File: config.mk
export PLATFORM = sky130hd
export DESIGN_NAME = ex_mem_commit
export DESIGN_NICKNAME = d
export VERILOG_FILES = /design/src/rtl/ex_mem_commit_pkg.sv /design/src/rtl/ex_mem_commit_ld_st_align.sv /design/src/rtl/ex_mem_commit.sv
export SDC_FILE = /design/constraint.sdc
export NUM_CORES = 1
export LEC_CHECK = 0
export ABC_AREA = 1
export BUFFER_PORTS_ARGS = -buffer_cell sky130_fd_sc_hd__buf_2
export CAP_MARGIN = 20
export CORE_UTILIZATION = 48
export CTS_CLUSTER_DIAMETER = 200
export DETAILED_ROUTE_END_ITERATION = 10
export GPL_ROUTABILITY_DRIVEN = 0
export PLACE_DENSITY = 0.85
export RECOVER_POWER = 25
export SLEW_MARGIN = 20
export SYNTH_ARGS = -nofsm -noshare
export SYNTH_HDL_FRONTEND = slang
export SYNTH_SLANG_ARGS = --single-unit
File: constraint.sdc
create_clock -name clk -period 2 [get_ports clk]
set_input_delay 0.3 -clock clk [delete_from_list [all_inputs] [get_ports clk]]
set_output_delay 0.3 -clock clk [all_outputs]
set_load 0.005 [all_outputs]
File: src/rtl/ex_mem_commit_pkg.sv
// ex_mem_commit_pkg
//  Shared definitions for the EX/MEM commit slice:
//   - default data/address/type widths
//   - load (LD_*) and store (ST_*) type codes
//   - EX/MEM control FSM state encoding
//   - helper for halfword byte-enable generation
package ex_mem_commit_pkg;

   localparam int DEF_DATA_WIDTH    = 32;
   localparam int DEF_ADDR_WIDTH    = 32;
   localparam int DEF_LD_TYPE_WIDTH = 3;
   localparam int DEF_ST_TYPE_WIDTH = 2;
   localparam int REG_ADDR_WIDTH    = 5;

   localparam logic [DEF_LD_TYPE_WIDTH-1:0] LD_NONE = 3'd0;
   localparam logic [DEF_LD_TYPE_WIDTH-1:0] LD_LB   = 3'd1;
   localparam logic [DEF_LD_TYPE_WIDTH-1:0] LD_LH   = 3'd2;
   localparam logic [DEF_LD_TYPE_WIDTH-1:0] LD_LW   = 3'd3;
   localparam logic [DEF_LD_TYPE_WIDTH-1:0] LD_LBU  = 3'd4;
   localparam logic [DEF_LD_TYPE_WIDTH-1:0] LD_LHU  = 3'd5;

   localparam logic [DEF_ST_TYPE_WIDTH-1:0] ST_NONE = 2'd0;
   localparam logic [DEF_ST_TYPE_WIDTH-1:0] ST_SB   = 2'd1;
   localparam logic [DEF_ST_TYPE_WIDTH-1:0] ST_SH   = 2'd2;
   localparam logic [DEF_ST_TYPE_WIDTH-1:0] ST_SW   = 2'd3;

   typedef enum logic [1:0] {
      ST_IDLE   = 2'd0,
      ST_ACCESS = 2'd1,
      ST_COMMIT = 2'd2
   } state_t;

   // Halfword lanes: upper half when address bit 1 is set.
   function automatic logic [3:0] sh_byte_en(input logic hi);
      return hi ? 4'b1100 : 4'b0011;
   endfunction

endpackage

File: src/rtl/ex_mem_commit_ld_st_align.sv
// ex_mem_commit_ld_st_align
//  Combinational lane logic for a 32-bit data cache word.
//  Ports:
//   addr_off  in  2   byte offset within the word
//   st_type   in  STW store type (ST_*)
//   st_data   in  32  store data, right-aligned
//   ld_type   in  LTW load type (LD_*)
//   rd_data   in  32  word returned by the cache
//   byte_en   out 4   byte enables for the store (all ones when not a store)
//   wr_data   out 32  store data replicated into every candidate lane
//   ld_data   out 32  selected and sign/zero-extended load result
module ex_mem_commit_ld_st_align
   import ex_mem_commit_pkg::*;
(
   input  logic [1:0]                   addr_off,
   input  logic [DEF_ST_TYPE_WIDTH-1:0] st_type,
   input  logic [31:0]                  st_data,
   input  logic [DEF_LD_TYPE_WIDTH-1:0] ld_type,
   input  logic [31:0]                  rd_data,
   output logic [3:0]                   byte_en,
   output logic [31:0]                  wr_data,
   output logic [31:0]                  ld_data
);

   logic [3:0]  sb_en;
   logic [7:0]  ld_byte;
   logic [15:0] ld_half;

   genvar gi;
   generate
      for (gi = 0; gi < 4; gi++) begin : g_lane
         assign sb_en[gi] = (addr_off == 2'(gi));
      end
   endgenerate

   assign ld_byte = rd_data[{addr_off, 3'b000} +: 8];
   assign ld_half = addr_off[1] ? rd_data[31:16] : rd_data[15:0];

   // Replicating the store data means the cache picks the right lane
   // purely from byte_en; no shifter on the write path.
   always_comb begin
      byte_en = 4'b1111;
      wr_data = st_data;
      case (st_type)
         ST_SB: begin
            byte_en = sb_en;
            wr_data = {4{st_data[7:0]}};
         end
         ST_SH: begin
            byte_en = sh_byte_en(addr_off[1]);
            wr_data = {2{st_data[15:0]}};
         end
         default: ;
      endcase
   end

   always_comb begin
      ld_data = rd_data;
      case (ld_type)
         LD_LB:   ld_data = {{24{ld_byte[7]}}, ld_byte};
         LD_LH:   ld_data = {{16{ld_half[15]}}, ld_half};
         LD_LBU:  ld_data = {24'h0, ld_byte};
         LD_LHU:  ld_data = {16'h0, ld_half};
         default: ;
      endcase
   end

endmodule

File: src/rtl/ex_mem_commit.sv
// ex_mem_commit
//  EX/MEM pipeline register and data-cache handshake.
//  Captures the EX result, runs a Req/Ack cache access for loads/stores,
//  commits one EXMEM_Valid pulse per instruction, pulses a fetch redirect
//  for taken branches and drives the MEM->EX forwarding bus.
//  Ports:
//   clk, rst_n                     clock, asynchronous active-low reset
//   EX_Valid/EX_AluData/EX_BranchPC/EX_BranchFlag/EX_LdStFlag   EX inputs
//   IDEX_LdType/IDEX_StType/IDEX_Rd/IDEX_RegWrite, forward_rs2  decode info
//   EX_Ready                       EX may advance this cycle
//   Dcache_Req/Ack/Addr/WrEn/ByteEn/WrData/RdData   cache interface
//   EXMEM_Valid/Rd/RegWrite/WbData                  writeback bundle
//   Redirect_Valid/PC                               fetch redirect
//   Fwd_Valid/Rd/Data                               forwarding to EX
module ex_mem_commit
   import ex_mem_commit_pkg::*;
#(
   parameter int DATA_WIDTH    = DEF_DATA_WIDTH,
   parameter int ADDR_WIDTH    = DEF_ADDR_WIDTH,
   parameter int LD_TYPE_WIDTH = DEF_LD_TYPE_WIDTH,
   parameter int ST_TYPE_WIDTH = DEF_ST_TYPE_WIDTH
)(
   input  logic                      clk,
   input  logic                      rst_n,
   input  logic                      EX_Valid,
   input  logic [DATA_WIDTH-1:0]     EX_AluData,
   input  logic [ADDR_WIDTH-1:0]     EX_BranchPC,
   input  logic                      EX_BranchFlag,
   input  logic                      EX_LdStFlag,
   input  logic [LD_TYPE_WIDTH-1:0]  IDEX_LdType,
   input  logic [ST_TYPE_WIDTH-1:0]  IDEX_StType,
   input  logic [4:0]                IDEX_Rd,
   input  logic                      IDEX_RegWrite,
   input  logic [DATA_WIDTH-1:0]     forward_rs2,
   output logic                      EX_Ready,
   output logic                      Dcache_Req,
   input  logic                      Dcache_Ack,
   output logic [ADDR_WIDTH-1:0]     Dcache_Addr,
   output logic                      Dcache_WrEn,
   output logic [3:0]                Dcache_ByteEn,
   output logic [DATA_WIDTH-1:0]     Dcache_WrData,
   input  logic [DATA_WIDTH-1:0]     Dcache_RdData,
   output logic                      EXMEM_Valid,
   output logic [4:0]                EXMEM_Rd,
   output logic                      EXMEM_RegWrite,
   output logic [DATA_WIDTH-1:0]     EXMEM_WbData,
   output logic                      Redirect_Valid,
   output logic [ADDR_WIDTH-1:0]     Redirect_PC,
   output logic                      Fwd_Valid,
   output logic [4:0]                Fwd_Rd,
   output logic [DATA_WIDTH-1:0]     Fwd_Data
);

   state_t                     state_reg, state_next;
   logic [DATA_WIDTH-1:0]      addr_reg;
   logic [DATA_WIDTH-1:0]      st_data_reg;
   logic [DATA_WIDTH-1:0]      wb_data_reg;
   logic [ADDR_WIDTH-1:0]      branch_pc_reg;
   logic                       redirect_valid_reg;
   logic [LD_TYPE_WIDTH-1:0]   ld_type_reg;
   logic [ST_TYPE_WIDTH-1:0]   st_type_reg;
   logic [4:0]                 rd_reg;
   logic                       reg_write_reg;

   logic                       ready;
   logic                       accept;
   logic                       in_access;
   logic                       in_commit;
   logic [3:0]                 lane_en;
   logic [DATA_WIDTH-1:0]      lane_wr_data;
   logic [DATA_WIDTH-1:0]      ld_data;

   ex_mem_commit_ld_st_align u_align (
      .addr_off (addr_reg[1:0]),
      .st_type  (st_type_reg),
      .st_data  (st_data_reg),
      .ld_type  (ld_type_reg),
      .rd_data  (Dcache_RdData),
      .byte_en  (lane_en),
      .wr_data  (lane_wr_data),
      .ld_data  (ld_data)
   );

   // COMMIT also accepts, so single-cycle ops stream at one per clock.
   always_comb begin
      state_next = state_reg;
      ready      = 1'b0;
      case (state_reg)
         ST_IDLE, ST_COMMIT: begin
            ready = 1'b1;
            if (EX_Valid)
               state_next = EX_LdStFlag ? ST_ACCESS : ST_COMMIT;
            else
               state_next = ST_IDLE;
         end
         ST_ACCESS: begin
            if (Dcache_Ack)
               state_next = ST_COMMIT;
         end
         default: state_next = ST_IDLE;
      endcase
   end

   assign accept    = ready && EX_Valid;
   assign in_access = (state_reg == ST_ACCESS);
   assign in_commit = (state_reg == ST_COMMIT);

   always_ff @(posedge clk or negedge rst_n) begin
      if (!rst_n) begin
         state_reg          <= ST_IDLE;
         addr_reg           <= '0;
         st_data_reg        <= '0;
         wb_data_reg        <= '0;
         branch_pc_reg      <= '0;
         redirect_valid_reg <= 1'b0;
         ld_type_reg        <= '0;
         st_type_reg        <= '0;
         rd_reg             <= '0;
         reg_write_reg      <= 1'b0;
      end else begin
         state_reg          <= state_next;
         redirect_valid_reg <= accept && EX_BranchFlag;
         if (accept) begin
            addr_reg      <= EX_AluData;
            wb_data_reg   <= EX_AluData;
            st_data_reg   <= forward_rs2;
            branch_pc_reg <= EX_BranchPC;
            ld_type_reg   <= EX_LdStFlag ? IDEX_LdType : LD_NONE;
            st_type_reg   <= EX_LdStFlag ? IDEX_StType : ST_NONE;
            rd_reg        <= IDEX_Rd;
            // Stores and x0 never write the register file.
            reg_write_reg <= IDEX_RegWrite && (IDEX_Rd != 5'd0) &&
                             !(EX_LdStFlag && (IDEX_StType != ST_NONE));
         end else if (in_access && Dcache_Ack && (ld_type_reg != LD_NONE)) begin
            wb_data_reg <= ld_data;
         end
      end
   end

   // Ready is gated by rst_n so every output reads 0 while reset is held.
   assign EX_Ready       = ready && rst_n;

   assign Dcache_Req     = in_access;
   assign Dcache_Addr    = {addr_reg[ADDR_WIDTH-1:2], 2'b00};
   assign Dcache_WrEn    = in_access && (st_type_reg != ST_NONE);
   assign Dcache_ByteEn  = in_access ? lane_en : 4'b0000;
   assign Dcache_WrData  = lane_wr_data;

   assign EXMEM_Valid    = in_commit;
   assign EXMEM_Rd       = rd_reg;
   assign EXMEM_RegWrite = reg_write_reg;
   assign EXMEM_WbData   = wb_data_reg;

   assign Redirect_Valid = redirect_valid_reg;
   assign Redirect_PC    = branch_pc_reg;

   // Data is final only in COMMIT: a load still in ACCESS has no value yet.
   assign Fwd_Valid      = in_commit && reg_write_reg;
   assign Fwd_Rd         = rd_reg;
   assign Fwd_Data       = wb_data_reg;

endmodule
==> impl_metrics.csv <==
group,metric,value,unit
floorplanning,initial_core_util,0.491,
yosys,async_reset_ff_frac,1.00,
worst_hold_path,worst_hold_path.endpoint,"st_data_reg[22]",
timing,drv_slew,143,
timing,min_period,2010,ps
worst_setup_path,crit_type,"reg2out",
worst_setup_path,cp_slowest_cell,"dfrtp_1",
floorplanning,die_w,126,um
final_layout,drive_above_1_share,0.339,
worst_setup_path,rrSetupSlack,280,ps
worst_setup_path,critPathMaxFanout,8,
yosys,synth_area_leaders,"dfrtp_1 (48%), nand2_1 (19%), buf_4 (8.3%), a21oi_1 (4.7%), o21ai_0 (4.1%)",
routing,antenna_left,0,
power_and_ir_drop,p_total,0.0104,W
routing,first_pass_iters,5,
clocking,numCtsBuffers,17,
routing,drcViolationCount,0,
yosys,synth_top_area_cell,"dfrtp_1",
timing,finalSetupViolCount,2,
power_and_ir_drop,ir_drop,0.607,mV
floorplanning,rows,45,
yosys,synth_cells,980,
clocking,clock_latency,420,ps
final_layout,areaGrowthSynthToFinish,27.6,%
global_route,grt_pass1_vias,6620,
yosys,synth_top_area_frac,0.478,
yosys,synth_ff_type,"dfrtp_1",
yosys,mappedNetlistArea,7440,um2
final_layout,nNetsFinal,1362,
final_layout,final_common_cell,"nand2_1",
worst_setup_path,critical_path.endpoint_type,"output pin",
worst_setup_path,reg2regPathDepth,7,
clocking,cts_root_buffer,"clkbuf_16",
worst_setup_path,worstSetupStartpointType,"flip-flop",
floorplanning,die-area,16000,um2
global_route,grt_max_degree,143,
worst_hold_path,min-delay-start,"forward_rs2[22]",
run,drv_cap,1,
worst_hold_path,whs_path_depth,3,
worst_setup_path,r2r_start,"ld_type_reg[2]",
power_and_ir_drop,p_leak,5.32,nW
floorplanning,die_h,126,um
floorplanning,ios,326,
clocking,clock-sinks,142,
routing,finalWirelength,21.7,mm
worst_setup_path,worstPathCellList,"buf_4 > ha_4 > o21ai_4 > o21ai_1 > buf_2",
yosys,yosysSeqAreaShare,0.478,
global_route,grt_first_pass_wirelength,34.0,mm
yosys,ys_seq_elements,142,
routing,vias,7190,
placement,detailed_place_hpwl,15.4,mm
timing,postLayoutSetupSlackWorst,-6.22,ps
timing,max_freq,0.498,GHz
floorplanning,core-area,15100,um2
clocking,cts_max_path_buffers,2,
yosys,synth_cell_types,30,
clocking,cts_max_level,4,
final_layout,layout.cells.non_filler,1416,
timing,whs,75.6,ps
outcome,violations,"capacitance limit, slew limit, setup timing",
timing,min_period_over_period,1.00,
worst_setup_path,critPathRequiredTime,1700,ps
timing,rsz0062_at_grt,"yes",
timing,clock_skew,7.30,ps
worst_setup_path,crit_arrival,1710,ps
final_layout,final_cell_mix,"nand2_1 (369), buf_2 (322), dfrtp_1 (141)",
outcome,status,"finished, violations left",
global_route,antenna_found_initial,1,
placement,dp.cells,1378,
routing,wire_per_inst,15.3,um
global_route,grt_usage,0.276,
timing,slew_headroom,-0.194,
timing,worst_pin_slew,1790,ps
worst_setup_path,r2r_end,"EXMEM_WbData[20]",
worst_setup_path,cp_num_buf_inv,2,
routing,vias_per_cell,5.08,
timing,hold_viol_final,0,
power_and_ir_drop,power_per_cell_area,1100,nW/um2
yosys,yosys_warnings,0,
worst_setup_path,path_delay_family,"compound AO/OA/AOI/OAI gates",
clocking,path_clk_slew,60,ps
routing,first_iter_violations,445,
yosys,avgSynthCellArea,7.59,um2
clocking,cts_tree,"built",
placement,port_buffers,323,
yosys,synth-edff-count,0,
global_route,grt_overflow,0,
worst_hold_path,hold_class,"in2reg",
worst_setup_path,slowest_delay,390,ps
-- stage by stage --
step	util	TNS [ps]	cell area, um2	setup WS (ps)
4_1_cts	0.620	-25.7	9380	-11.5
6_report	0.626	-10.2	9490	-6.22
2_1_floorplan	-	0	7440	290
3_5_place_dp	0.568	-5.53	8610	-5.53
5_1_grt	0.626	-1140	9480	-75.6
3_3_place_gp	0.568	0	8610	14.2
-- worst max path at each step --
stage	from	depth (start not counted)	slack [ps]	to
after floorplan	st_type_reg[0]	5	290	Dcache_WrData[16]
after global placement	st_type_reg[0]	6	10	Dcache_ByteEn[0]
after detailed placement	st_type_reg[1]	6	-6	Dcache_ByteEn[0]
after CTS	st_type_reg[1]	6	-10	Dcache_ByteEn[0]
after global routing	st_type_reg[1]	7	-80	Dcache_WrData[13]
final	st_type_reg[1]	5	-6	Dcache_WrData[21]
-- worst reg2reg max path, delay by kind of cell (launching register included) --
kind / cells / cell delay (ps)
buffers and inverters: 2 / 500
and+or+nand+nor: 2 / 140
DFF: 1 / 440
AOI/OAI and AO/OA: 3 / 530
-- kinds of logic after synthesis --
kind of cell / after synthesis / share of synthesized area
DFF: 142 / 0.478
and+or+nand+nor: 476 / 0.252
AOI/OAI and AO/OA: 159 / 0.113
adders and majority gates: 3 / 0.00505
buffers and inverters: 199 / 0.152
other: 1 / 0.000504
-- layout make-up --
type / count / area [um2]
Fill cell: 1313 / 5660
Sequential cell: 142 / 3550
Antenna cell: 1 / 2.50
Inverter: 72 / 288
Tap cell: 188 / 235
Timing Repair Buffer: 341 / 1820
Clock buffer: 23 / 488
Multi-Input combinational cell: 640 / 2900
Clock inverter: 9 / 203
-- synth_stat cells, drive strengths merged (2+ instances only) --
cell type and n:
a21oi 70, a31oi 3, buf 114, clkbuf 13, dfrtp 142, ha 3, inv 71, nand2 377
nand3 38, nor2 57, nor3 2, o211ai 3, o21ai 73, o22ai 8
-- power breakdown --
group | total, W | internal, W | switching (W)
Sequential | 0.00381 | 0.00341 | 0.000395
Clock | 0.00368 | 0.00248 | 0.00120
Combinational | 0.00296 | 0.00127 | 0.00169
-- repair_timing --
| item | in CTS | in global routing |
|---|---|---|
| endpoints found under the setup margin | 27 | 27 |
| pin swaps | 2 | 12 |
| setup buffers | 3 | 3 |
| hold buffers | 0 | 0 |
| gates resized for setup | 24 | 33 |
-- metal layers --
layer / wire, um / part of all wire / track usage / up-vias
met5: 11 / 0.00051 / 0 / -
met2: 10300 / 0.47 / 0.444 / 366
met1: 9020 / 0.42 / 0.353 / 3291
li1: - / - / - / 3467
met3: 1580 / 0.073 / 0.0700 / 64
met4: 782 / 0.036 / 0.128 / 2
No activity file was read; power rests on OpenSTA's default activity.
